--- config.mk ---
export PLATFORM = sky130hd
export DESIGN_NAME = mem_arbiter
export DESIGN_NICKNAME = d
export VERILOG_FILES = /design/src/rtl/mem_arbiter_pkg.sv /design/src/rtl/mem_arb_rdata_router.sv /design/src/rtl/mem_arbiter.sv
export SDC_FILE = /design/constraint.sdc
export NUM_CORES = 1
export LEC_CHECK = 0
export BUFFER_PORTS_ARGS = -buffer_cell sky130_fd_sc_hd__buf_2
export CAP_MARGIN = 30
export CORE_UTILIZATION = 42
export DETAILED_ROUTE_END_ITERATION = 7
export PLACE_DENSITY_LB_ADDON = 0.1
export SLEW_MARGIN = 5
export SYNTH_ARGS = -nofsm -noshare
export SYNTH_HDL_FRONTEND = slang
export SYNTH_SLANG_ARGS = --single-unit
--- constraint.sdc ---
create_clock -name clk -period 2.15 [get_ports clk]
set_clock_uncertainty 0.05 [all_clocks]
set_input_delay 0.215 -clock clk [delete_from_list [all_inputs] [get_ports clk]]
set_output_delay 0.215 -clock clk [all_outputs]
set_load 0.005 [all_outputs]
--- src/rtl/mem_arbiter_pkg.sv ---
// Shared types and defaults for the CPU/graphics memory arbiter.
// Arbiter states, read-owner encoding and the default burst limit.
package mem_arbiter_pkg;

    typedef enum logic [1:0] {
        ST_IDLE,
        ST_CPU,
        ST_GFX,
        ST_HANDOVER
    } arb_state_t;

    typedef enum logic [1:0] {
        OWN_NONE,
        OWN_CPU,
        OWN_GFX
    } owner_t;

    localparam int MAX_BURST_DEF = 8;
    localparam int CNT_W         = 8;

    function automatic logic [31:0] word_align(input logic [31:0] a);
        return a & 32'hFFFF_FFFC;
    endfunction

endpackage

--- src/rtl/mem_arb_rdata_router.sv ---
// Read-data return path: remembers who issued the last read and
// steers dcache_dout / rvalid to that owner, holding across stalls.
module mem_arb_rdata_router
    import mem_arbiter_pkg::*;
(
    input  logic        clk,
    input  logic        rst,
    input  logic        mem_stall,
    input  logic        cpu_rd,
    input  logic        gfx_rd,
    input  logic [31:0] dcache_dout,
    output logic        cpu_rvalid,
    output logic        gfx_rvalid,
    output logic [31:0] cpu_dout,
    output logic [31:0] gfx_dout
);

    owner_t      pend;
    logic [31:0] cpu_hold;
    logic [31:0] gfx_hold;

    // Owner of the read issued this cycle; frozen while the port is stalled.
    always_ff @(posedge clk) begin
        if (rst) begin
            pend <= OWN_NONE;
        end else if (!mem_stall) begin
            unique case (1'b1)
                cpu_rd:  pend <= OWN_CPU;
                gfx_rd:  pend <= OWN_GFX;
                default: pend <= OWN_NONE;
            endcase
        end
    end

    assign cpu_rvalid = (pend == OWN_CPU) && !mem_stall;
    assign gfx_rvalid = (pend == OWN_GFX) && !mem_stall;
    assign cpu_dout   = cpu_rvalid ? dcache_dout : cpu_hold;
    assign gfx_dout   = gfx_rvalid ? dcache_dout : gfx_hold;

    // Keep the last delivered word on each dout between reads.
    always_ff @(posedge clk) begin
        if (rst) begin
            cpu_hold <= '0;
            gfx_hold <= '0;
        end else begin
            if (cpu_rvalid) cpu_hold <= dcache_dout;
            if (gfx_rvalid) gfx_hold <= dcache_dout;
        end
    end

endmodule

--- src/rtl/mem_arbiter.sv ---
// Two-requester (CPU / graphics) arbiter for a single dcache port.
// Define MEM_ARB_RR_EN to alternate priority on IDLE ties.
module mem_arbiter
    import mem_arbiter_pkg::*;
#(
    parameter int MAX_BURST = MAX_BURST_DEF
) (
    input  logic        clk,
    input  logic        rst,
    input  logic        cpu_req,
    input  logic        cpu_re,
    input  logic [31:0] cpu_addr,
    input  logic [31:0] cpu_din,
    input  logic [3:0]  cpu_we,
    output logic        cpu_gnt,
    output logic        cpu_rvalid,
    output logic [31:0] cpu_dout,
    input  logic        gfx_req,
    input  logic        gfx_re,
    input  logic        gfx_last,
    input  logic [31:0] gfx_addr,
    input  logic [31:0] gfx_din,
    input  logic [3:0]  gfx_we,
    output logic        gfx_gnt,
    output logic        gfx_rvalid,
    output logic [31:0] gfx_dout,
    output logic [31:0] dcache_addr,
    output logic [31:0] dcache_din,
    output logic [3:0]  dcache_we,
    output logic        dcache_re,
    input  logic [31:0] dcache_dout,
    input  logic        mem_stall
);

    localparam logic [CNT_W-1:0] MAX_B = CNT_W'(MAX_BURST);

    arb_state_t       state;
    logic [CNT_W-1:0] cnt;
    logic [CNT_W-1:0] cnt_inc;
    logic             cpu_win;
    logic [31:0]      addr_q;
    logic [31:0]      din_q;
`ifdef MEM_ARB_RR_EN
    logic             last_gfx;
`endif

    assign cnt_inc = (cnt == MAX_B) ? cnt : cnt + CNT_W'(1);

    // Who wins an IDLE decision when both sides are requesting.
    always_comb begin
        cpu_win = cpu_req;
`ifdef MEM_ARB_RR_EN
        if (cpu_req && gfx_req) cpu_win = last_gfx;
`endif
    end

    // Grants come from state and live requests; stall/reset mask them.
    // In CPU state an idle CPU hands the port straight to graphics.
    always_comb begin
        cpu_gnt = 1'b0;
        gfx_gnt = 1'b0;
        if (!rst && !mem_stall) begin
            unique case (state)
                ST_IDLE: begin
                    cpu_gnt = cpu_win;
                    gfx_gnt = gfx_req && !cpu_win;
                end
                ST_CPU: begin
                    cpu_gnt = cpu_req;
                    gfx_gnt = gfx_req && !cpu_req;
                end
                ST_GFX:  gfx_gnt = gfx_req && (cnt < MAX_B);
                default: ;
            endcase
        end
    end

    // Ownership state machine and graphics beat counter.
    always_ff @(posedge clk) begin
        if (rst) begin
            state <= ST_IDLE;
            cnt   <= '0;
        end else if (!mem_stall) begin
            unique case (state)
                ST_IDLE: begin
                    if (cpu_gnt) begin
                        state <= ST_CPU;
                    end else if (gfx_gnt) begin
                        state <= ST_GFX;
                        cnt   <= CNT_W'(1);
                    end
                end
                ST_CPU: begin
                    if (gfx_gnt) begin
                        state <= ST_GFX;
                        cnt   <= CNT_W'(1);
                    end else if (!cpu_req) begin
                        state <= ST_IDLE;
                    end else if (gfx_req) begin
                        state <= ST_GFX;
                        cnt   <= '0;
                    end
                end
                ST_GFX: begin
                    if (gfx_gnt) cnt <= cnt_inc;
                    if (!gfx_gnt || gfx_last || cnt_inc == MAX_B)
                        state <= ST_HANDOVER;
                end
                default: state <= ST_IDLE;
            endcase
        end
    end

`ifdef MEM_ARB_RR_EN
    // Remember the last winner so IDLE ties alternate; CPU goes first.
    always_ff @(posedge clk) begin
        if (rst)          last_gfx <= 1'b1;
        else if (cpu_gnt) last_gfx <= 1'b0;
        else if (gfx_gnt) last_gfx <= 1'b1;
    end
`endif

    // Drive the shared port from the granted side, else hold addr/data.
    always_comb begin
        dcache_addr = addr_q;
        dcache_din  = din_q;
        dcache_we   = '0;
        dcache_re   = 1'b0;
        unique case (1'b1)
            cpu_gnt: begin
                dcache_addr = word_align(cpu_addr);
                dcache_din  = cpu_din;
                dcache_we   = cpu_we;
                dcache_re   = cpu_re;
            end
            gfx_gnt: begin
                dcache_addr = word_align(gfx_addr);
                dcache_din  = gfx_din;
                dcache_we   = gfx_we;
                dcache_re   = gfx_re;
            end
            default: ;
        endcase
    end

    // Last presented address/data, reused while nobody holds a grant.
    always_ff @(posedge clk) begin
        if (rst) begin
            addr_q <= '0;
            din_q  <= '0;
        end else begin
            addr_q <= dcache_addr;
            din_q  <= dcache_din;
        end
    end

    mem_arb_rdata_router u_router (
        .clk         (clk),
        .rst         (rst),
        .mem_stall   (mem_stall),
        .cpu_rd      (cpu_gnt && cpu_re),
        .gfx_rd      (gfx_gnt && gfx_re),
        .dcache_dout (dcache_dout),
        .cpu_rvalid  (cpu_rvalid),
        .gfx_rvalid  (gfx_rvalid),
        .cpu_dout    (cpu_dout),
        .gfx_dout    (gfx_dout)
    );

endmodule
# Word level (Yosys, flattened, before mapping)
# Index checks and enable logic that the tools add are counted.
dict set report word_totals {
  regBits 140
  output_inout_bits 137
}
dict set report classes {
  n_lt_le_gt_ge 1
  n_eq_ne 14
  n_bitwise 1
  n_addsub 1
  n_reduce_logical 18
  mux 26
}
# cell count
set ops {}
lappend ops {{$pmux W32 S2} 2}
lappend ops {{$mux W32} 2}
lappend ops {{$mux W8} 7}
lappend ops {{$pmux W8 S3} 1}
lappend ops {{$eq A8 B4 Y1 const B} 2}
lappend ops {{$mux W2} 6}
lappend ops {{$ne A3 B3 Y1 const B} 3}
lappend ops {{$add A8 B1 Y8 const B} 1}
lappend ops {{$lt A8 B4 Y1 const B} 1}
lappend ops {{$ne A2 B2 Y1 const B} 4}
lappend ops {{$pmux W4 S2} 1}
lappend ops {{$logic_and A1 B1 Y1} 7}
lappend ops {{$reduce_and A7 Y1} 1}
lappend ops {{$pmux W2 S3} 1}
lappend ops {{$eq A2 B1 Y1 const B} 2}
lappend ops {{$eq A2 B2 Y1 const B} 2}
lappend ops {{$logic_not A1 Y1} 4}
lappend ops {{$ne A4 B4 Y1 const B} 1}
lappend ops {{$pmux W1 S2} 2}
lappend ops {{$pmux W2 S2} 1}
lappend ops {{$reduce_and A4 Y1} 1}
lappend ops {{$mux W1} 3}
lappend ops {{$reduce_bool A3 Y1} 1}
lappend ops {{$logic_not A2 Y1} 1}
lappend ops {{3 further kinds} 4}

# Logic depth before layout (Yosys ltp)
# Gate-level depths: netlist (run 1).
dict set report depth {
  depth_word 9
  depth_mapped 11
  depth_no_buf 8
}

# Hierarchy
# Synthesis (run 1) repeated with hierarchy kept, for this count alone.
dict set report unflattened {
  hier_cells 701
  area_unflattened_um2 7090.6
}
# module n_inst cells_each seq_area_each_um2 area_each_um2
set by_module_without_submodules {}
lappend by_module_without_submodules {mem_arbiter 1 379 1481.4 3588.4}
lappend by_module_without_submodules {mem_arb_rdata_router 1 322 1321.3 3502.1}

# Least setup slack after synthesis (run 1)
# No wires, ideal clock.
dict set report synth_path {
  kind {register to register}
  startpoint {reg state[0]}
  endpoint {reg cnt[2]}
  arrival_time_ps 2076
  setup_time_ps 117
  required_ps 1983
  slack_ps -93
  stages_incl_launch_ff 8
  cell_sequence {dfxtp_1 > ha_1 > or4b_4 > o22ai_2 > a21oi_2 > a2111oi_4 > o21ai_1 > a32o_1}
}
dict set report synth_via {
  elab_chain_cells 6
  word_cells_on_any_way 17
}
# element line_no
set synth_lines {}
lappend synth_lines {{from (decl)} mem_arbiter.sv:37} ;# arb_state_t state;
lappend synth_lines {{from (signal assigned)} mem_arbiter.sv:81} ;# state <= ST_IDLE;
lappend synth_lines {{from (signal assigned)} mem_arbiter.sv:87} ;# state <= ST_CPU;
lappend synth_lines {{from (signal assigned)} mem_arbiter.sv:89} ;# state <= ST_GFX;
lappend synth_lines {{$eq A2 B1 Y1 / $logic_not A2 Y1 (equally long branches)} {mem_arbiter.sv:63, mem_arbiter.sv:84}}
lappend synth_lines {{$reduce_or A2 Y1 (no line)} -}
lappend synth_lines {{$pmux W1 S2 / $mux W1 (equally long branches)} mem_arbiter.sv:63} ;# unique case (state)
lappend synth_lines {{$mux W1} mem_arbiter.sv:62} ;# if (!rst && !mem_stall) begin
lappend synth_lines {{$ne A3 B3 Y1 (no line), or another cell as far along} -}
lappend synth_lines {{$reduce_and A7 Y1 (no line) / $pmux W8 S3 (equally long branches)} -}
lappend synth_lines {{to (signal assigned)} mem_arbiter.sv:105} ;# if (gfx_gnt) cnt <= cnt_inc;
lappend synth_lines {{to (decl)} mem_arbiter.sv:38} ;# logic [CNT_W-1:0] cnt;
# Parallel ways exist; a longest one is shown, timed or not.
# A chain may end at the register's enable or synchronous reset.

# Worst setup path after layout (run 1)
dict set report layout_path {
  startpoint {reg state[0]}
  endpoint {out dcache_addr[7]}
}
dict set report layout_via {
  elab_chain_cells 5
  word_cells_on_any_way 9
}
# element line_no
set layout_lines {}
lappend layout_lines {{$eq A2 B1 Y1 / $logic_not A2 Y1 (equally long branches)} mem_arbiter.sv:63}
lappend layout_lines {{$reduce_or A2 Y1 (no line)} -}
lappend layout_lines {{$pmux W1 S2 / $mux W1 (equally long branches)} mem_arbiter.sv:63}
lappend layout_lines {{$mux W1} mem_arbiter.sv:62}
lappend layout_lines {{$pmux W32 S2 *} mem_arbiter.sv:129} ;# unique case (1'b1)
lappend layout_lines {{to (decl)} mem_arbiter.sv:27} ;# output logic [31:0] dcache_addr,
# Every way passes the cells marked *; elsewhere a longest branch is shown, timed or not.

==> results.py, run 1 <==
metrics = {
    "outcome": {
        "status": "complete, but fails checks",
        "violations": "setup timing",
    },
    "floorplan": {
        "num_rows": 44,
        "die_y_um": 123.8,
        "chipWidth_um": 123.8,
        "start_util_pct": 42.89,
        "core_um2": 14530,
        "pin_count": 313,
        "dieArea_um2": 15330,
    },
    "clock_network": {
        "cts-htree-levels": 4,
        "clock_path_buffers": 2,
        "clkSlewWorstSetupHoldPaths_ns": 0.06,
        "tritoncts": "done",
        "cts_buffers": 17,
        "clock-sinks": 140,
        "clkLatencyLatePin_ns": 0.42,
        "ctsRootBufferMaster": "clkbuf_16",
    },
    "placement": {
        "dp.cells": 1086,
        "port_buffers": 308,
        "place_ws_ns": -0.1461,
        "gp_congestion": 0.9171,
        "hpwlAfterDp_um": 12420,
    },
    "logic_synthesis": {
        "ys.warnings.count": 0,
        "syn-num-nets": 795,
        "ys_seq_area_share_pct": 44.96,
        "synth_edf_count": 0,
        "synth-main-ff-cell": "dfxtp_1",
        "synth.distinct_cells": 42,
        "netlist_area_um2": 6233,
        "async_flop_share_pct": 0,
        "syn-instance-count": 613,
        "synth_seq_cells": 140,
        "postSynthAreaPerCell_um2": 10.17,
    },
    "worst_setup_path": {
        "crit_required_ns": 1.88,
        "startpoint_type": "flop",
        "cp_data_arrival_time_ns": 2.31,
        "crit_slowest_cell": "or4b_4",
        "path_cells": "ha_4 -> or4b_4 -> nor2_4 -> buf_12 -> buf_12 -> a22o_1 -> a21o_1 -> buf_2",
        "crit_path_max_incr_delay_ns": 0.50,
        "cpMostUsedCell": "buf_12",
        "critPathKind": "reg2out",
        "critPathMaxFanout": 24,
        "endpoint_kind": "output port",
    },
    "flow_run": {
        "maxCapViolCount": 0,
    },
    "final_layout": {
        "fin_cells": 1149,
        "fillers": 1209,
        "area_growth_syn_to_layout_pct": 50.46,
        "drive_above_1_share_pct": 52.96,
        "post-route-util_pct": 64.53,
        "final_nets": 1132,
    },
    "sta": {
        "tightestPinTransition_ns": 0.4835,
        "setup-tns-final_ns": -30.17,
        "finalSetupViolations": 78,
        "fin_crit_ns": 2.580,
        "period_share_pct": 120.0,
        "grt_setup_unrepaired": "yes",
        "setup_ws_ns": -0.4296,
        "timing.fmax_mhz": 387.7,
        "hold_viol": 0,
        "slew_headroom_pct": 67.77,
        "drv_slew": 0,
    },
    "drt": {
        "wl_um": 18890,
        "wire_per_inst_um": 16.44,
        "vias": 5890,
        "drc": 0,
        "ant_nets": 0,
        "firstDrtPassIters": 4,
        "drt_iter0_markers": 310,
        "routed_via_density": 5.126,
    },
    "global_route": {
        "grt_usage_pct": 22.49,
        "grt_start_max_net_pins": 131,
        "grt_pass1_wl_um": 26210,
        "first_global_vias": 5325,
        "antenna_found_initial": 2,
        "overflow": 0,
    },
    "power": {
        "p_leak_nw": 5.049,
        "cellInternalPower_mw": 4.909,
        "power_density_nw_per_um2": 714.7,
        "finalPower_mw": 6.703,
        "seqPwrFrac_pct": 40.5,
        "p_sw_mw": 1.794,
        "p_clk_share_pct": 43.0,
        "vdd_drop_max_mv": 0.4972,
        "combPwrFrac_pct": 16.5,
        "switching_share_pct": 26.77,
    },
    "min_path": {
        "hold_class": "in2reg",
    },
}
cells by family after synthesis:
group / after synthesis / synth area share, %
compound gates: 157 / 20.31
xor+xnor: 1 / 0.1405
fa+ha+maj: 6 / 1.204
buf+inv: 55 / 3.573
flops: 140 / 44.96
mux: 64 / 11.56
simple gates: 190 / 18.25
cell usage after synthesis (all sizes together), types with 6 or more instances:
library cell	instances	share of area, %
a21o	63	7.6
a21oi	6	0.54
a22o	66	9.3
and2	131	13
buf	14	1.1
clkbuf	34	2.0
dfxtp	140	45
ha	6	1.2
inv	7	0.42
mux2	64	12
nand2	12	0.72
nor2	14	0.96
o21ai	7	0.56
layout by cell type, fill, tap and decap left out, types with 4 or more instances in the layout:
cell / n
buf_2: 305
dfxtp_1: 132
and2_1: 129
a22o_1: 66
mux2_2: 64
a21o_1: 63
buf_4: 29
clkbuf_16: 20
buf_6: 13
nand2_1: 12
buf_12: 12
nor2_1: 8
dfxtp_2: 7
clkinvlp_4: 6
inv_1: 4
a21oi_1: 4
nor4_2: 4
ha_4: 4
cell type report:
cell class              instances  area [µm²]  area share (%)
multi-input cells             418        3428           36.55
diodes                          2       5.005         0.05336
clock buffers                  17       425.4           4.536
flip-flops and latches        140        2815           30.02
inverters                       7       28.78          0.3068
well taps                     184       230.2           2.455
repair buffers                366        2286           24.37
clock inverters                15       160.2           1.708
stage by stage:
stage / instance area [µm²] / hold WS [ns]
6_report: 9379 / 0.04193
2_1_floorplan: 6252 / 0.3231
3_5_place_dp: 8167 / 0.4190
5_1_grt: 9379 / 0.04498
4_1_cts: 9029 / 0.02655
3_3_place_gp: 8167 / 0.4177
worst max-delay path, delay by kind of cell, from the launching register on:
kind / cells / cell delay [ns]
buffers and inverters: 3 / 0.40
and+or+nand+nor: 2 / 0.68
adders and majority gates: 1 / 0.16
DFF: 1 / 0.34
AOI/OAI and AO/OA: 2 / 0.30
timing repair:
item,4_1_cts,5_1_grt
endpoints found under the setup margin,81,126
hold buffers,1,0
resized for setup,27,46
pin swaps,24,17
cloned,3,6
buffers inserted,13,9
hold endpoints to repair,1,0
final timing paths:
path,startpoint,to,slack [ns],depth (start not counted)
max,state[0],dcache_addr[7],-0.43,8
min,gfx_re,u_router.pend[1],0.04,3
max reg2reg,state[0],cnt[1],-0.41,12
min reg2reg,addr_q[0],addr_q[0],0.44,1
sequential cells by signal (all words and copies together), names as in the netlist:
register / count
u_router.gfx_hold: 32
cnt: 8
u_router.pend: 2
addr_q: 32
state: 2
din_q: 32
u_router.cpu_hold: 32
routing by layer:
| layer | routed length (µm) | vias to the layer above | global-route usage [%] |
|---|---|---|---|
| li1 | - | 2868 | - |
| met5 | 0 | - | 0 |
| met3 | 1450 | 39 | 7.005 |
| met2 | 9596 | 211 | 39.79 |
| met4 | 459 | 0 | 9.639 |
| met1 | 7381 | 2772 | 24.64 |
power by group through the flow:
stage	Combinational (mW)	Clock, mW	Sequential [mW]
after floorplan	0.492	0	2.76
after global placement	0.950	0	2.77
after detailed placement	0.968	0	2.77
after CTS	1.05	2.95	2.71
after global routing	1.20	3.05	2.72
final	1.11	2.88	2.71
Power figures use the tool's default switching activity.
==> run 2, diff against run 1 <==
--- a/config.mk
+++ b/config.mk
@@ -10,6 +10,7 @@
 export CORE_UTILIZATION = 42
 export DETAILED_ROUTE_END_ITERATION = 7
 export PLACE_DENSITY_LB_ADDON = 0.1
+export RECOVER_POWER = 50
 export SLEW_MARGIN = 5
 export SYNTH_ARGS = -nofsm -noshare
 export SYNTH_HDL_FRONTEND = slang
==> run 2 against run 1 <==
  * The run still ends with setup timing left
  * Total power hardly changed
  * First-iteration DRC count grew 7.1%
  * Sequential power about the same
  * Sequential cell count did not move
  * Clock power is essentially flat
  * Cell area down 0.23%
  * Wire length up 0.10%
  * Sequential share of layout area rose by 0.068 points
  * Die area is the same
  * Utilization down 0.15 points
  * Combinational power is essentially flat
  * Global-route usage is the same
==> results.py, run 2 (synthesized netlist as in run 1, its figures left out) <==
metrics = {
    "global_route": {
        "overflow": 0,
        "first_global_vias": 5325,
        "antenna_found_initial": 2,
        "grt_pass1_wl_um": 26210,
        "grt_start_max_net_pins": 131,
        "grt_usage_pct": 22.49,
    },
    "final_layout": {
        "fin_cells": 1149,
        "final_nets": 1132,
        "final_area_um2": 9358,
        "fillers": 1213,
        "area_growth_syn_to_layout_pct": 50.12,
        "drive_above_1_share_pct": 52.75,
        "layout_common_cells": "buf_2 (305), dfxtp_1 (132), and2_1 (129)",
        "mostFrequentLayoutCell": "buf_2",
    },
    "placement": {
        "place_ws_ns": -0.1461,
        "hpwlAfterDp_um": 12420,
        "dp.cells": 1086,
        "port_buffers": 308,
        "gp_congestion": 0.9171,
        "placed_cell_area_um2": 8167,
    },
    "floorplan": {
        "dieArea_um2": 15330,
        "start_util_pct": 42.89,
        "die_y_um": 123.8,
        "chipWidth_um": 123.8,
        "core_um2": 14530,
        "num_rows": 44,
        "pin_count": 313,
    },
    "power": {
        "vdd_drop_max_mv": 0.4957,
        "power_density_nw_per_um2": 716.1,
        "switching_share_pct": 26.76,
        "combPwrFrac_pct": 16.5,
        "p_leak_nw": 5.042,
        "seqPwrFrac_pct": 40.5,
        "p_sw_mw": 1.793,
        "cellInternalPower_mw": 4.908,
        "p_clk_share_pct": 43.0,
    },
    "clock_network": {
        "ctsRootBufferMaster": "clkbuf_16",
        "clock-sinks": 140,
        "cts_buffers": 17,
        "cts-htree-levels": 4,
        "clkLatencyLatePin_ns": 0.42,
        "tritoncts": "done",
        "clock_path_buffers": 2,
        "clkSlewWorstSetupHoldPaths_ns": 0.06,
    },
    "worst_setup_path": {
        "crit_path_max_incr_delay_ns": 0.50,
        "critPathKind": "reg2out",
        "critPathLaunch": "state[0]",
        "startpoint_type": "flop",
        "crit_required_ns": 1.88,
        "critPathMaxFanout": 24,
        "r2r_setup_slack_ns": -0.41,
        "crit_family": "simple AND/OR/NAND/NOR gates",
        "cp_data_arrival_time_ns": 2.31,
        "path_cells": "ha_4 -> or4b_4 -> nor2_4 -> buf_12 -> buf_12 -> a22o_1 -> a21o_1 -> buf_2",
        "crit_slowest_cell": "or4b_4",
        "r2r_end": "cnt[1]",
        "endpoint_kind": "output port",
        "timing.rr.start": "state[0]",
        "cpMostUsedCell": "buf_12",
        "critPathBufInv": 3,
        "reg2regPathDepth": 12,
    },
    "drt": {
        "routed_via_density": 5.117,
        "ant_nets": 0,
        "drc": 0,
        "drt_iter0_markers": 332,
        "wire_per_inst_um": 16.45,
        "vias": 5879,
        "firstDrtPassIters": 4,
        "wl_um": 18910,
    },
    "flow_run": {
        "maxCapViolCount": 0,
    },
    "sta": {
        "drv_slew": 0,
        "tightestPinTransition_ns": 0.4856,
        "finalSetupViolations": 142,
        "hold_ws_ns": 0.04032,
        "timing.fmax_mhz": 387.8,
        "setup-tns-final_ns": -36.01,
        "grt_setup_unrepaired": "yes",
        "setup_ws_ns": -0.4289,
        "period_share_pct": 119.9,
        "hold_viol": 0,
        "slew_headroom_pct": 67.63,
        "fin_crit_ns": 2.579,
    },
    "min_path": {
        "holdPathEnd": "u_router.pend[1]",
        "whs_path_depth": 3,
        "hold_class": "in2reg",
        "min-delay-start": "gfx_re",
    },
    "outcome": {
        "status": "complete, but fails checks",
        "violations": "setup timing",
    },
}
-- run 2: cell count changes in the layout (fill, tap and decap cells not counted) --
cell,change
nor3b_1,+1
nor3b_4,-1
clkbuf_2,+1
buf_4,-1
clkbuf_1,+1
buf_6,-1
-- run 2: power groups by stage --
stage | registers [mW] | logic [mW] | clock network, mW
2_1_floorplan | 2.76 | 0.492 | 0
3_3_place_gp | 2.77 | 0.950 | 0
3_5_place_dp | 2.77 | 0.968 | 0
4_1_cts | 2.71 | 1.05 | 2.95
5_1_grt | 2.72 | 1.20 | 3.05
6_report | 2.71 | 1.10 | 2.88
-- run 2: metal layers --
layer / GRT usage [%] / routed length (µm)
met3: 7.005 / 1416
met4: 9.639 / 459
met2: 39.79 / 9602
met5: 0 / 0
met1: 24.64 / 7428
-- run 2: layout make-up --
cell class | count | area (µm²) | area share, %
diodes | 2 | 5.005 | 0.05348
clock buffers | 17 | 425.4 | 4.546
clock inverters | 15 | 160.2 | 1.711
inverters | 7 | 28.78 | 0.3075
multi-input cells | 418 | 3417 | 36.52
flip-flops and latches | 140 | 2815 | 30.08
well taps | 184 | 230.2 | 2.460
repair buffers | 366 | 2276 | 24.32
-- run 2: worst max path at each step --
| stage | to | slack (ns) | cells after the start |
|---|---|---|---|
| 6_report | dcache_addr[7] | -0.43 | 8 |
| 3_5_place_dp | cnt[0] | -0.15 | 8 |
| 2_1_floorplan | cnt[2] | -0.09 | 7 |
| 5_1_grt | dcache_addr[7] | -0.53 | 11 |
| 3_3_place_gp | cnt[0] | -0.08 | 8 |
| 4_1_cts | dcache_addr[7] | -0.44 | 8 |
-- run 2: repair_timing --
| action | in CTS | in global routing |
|---|---|---|
| pin swaps | 24 | 17 |
| buffers inserted | 13 | 9 |
| gates resized for setup | 27 | 46 |
| endpoints found under the hold margin | 1 | 0 |
| setup endpoints to repair | 81 | 126 |
| hold buffers | 1 | 0 |
| gates cloned | 3 | 6 |
-- run 2: per-stage QoR --
step / utilization, % / power [mW]
floorplan: - / 3.256
global placement: 56.19 / 3.716
detailed placement: 56.19 / 3.738
CTS: 62.12 / 6.715
global route: 64.39 / 6.974
finish: 64.39 / 6.702
-- run 2: worst reg2reg max path, cell delays in order (launching register included) --
cell and delay [ns]:
dfxtp_2 0.34, ha_4 0.16, or4b_4 0.50, buf_4 0.15, buf_6 0.10, buf_6 0.11, o22ai_4 0.16, a21oi_2 0.09
a2111oi_4 0.28, buf_4 0.20, buf_6 0.11, nand4_1 0.09, a21oi_2 0.14
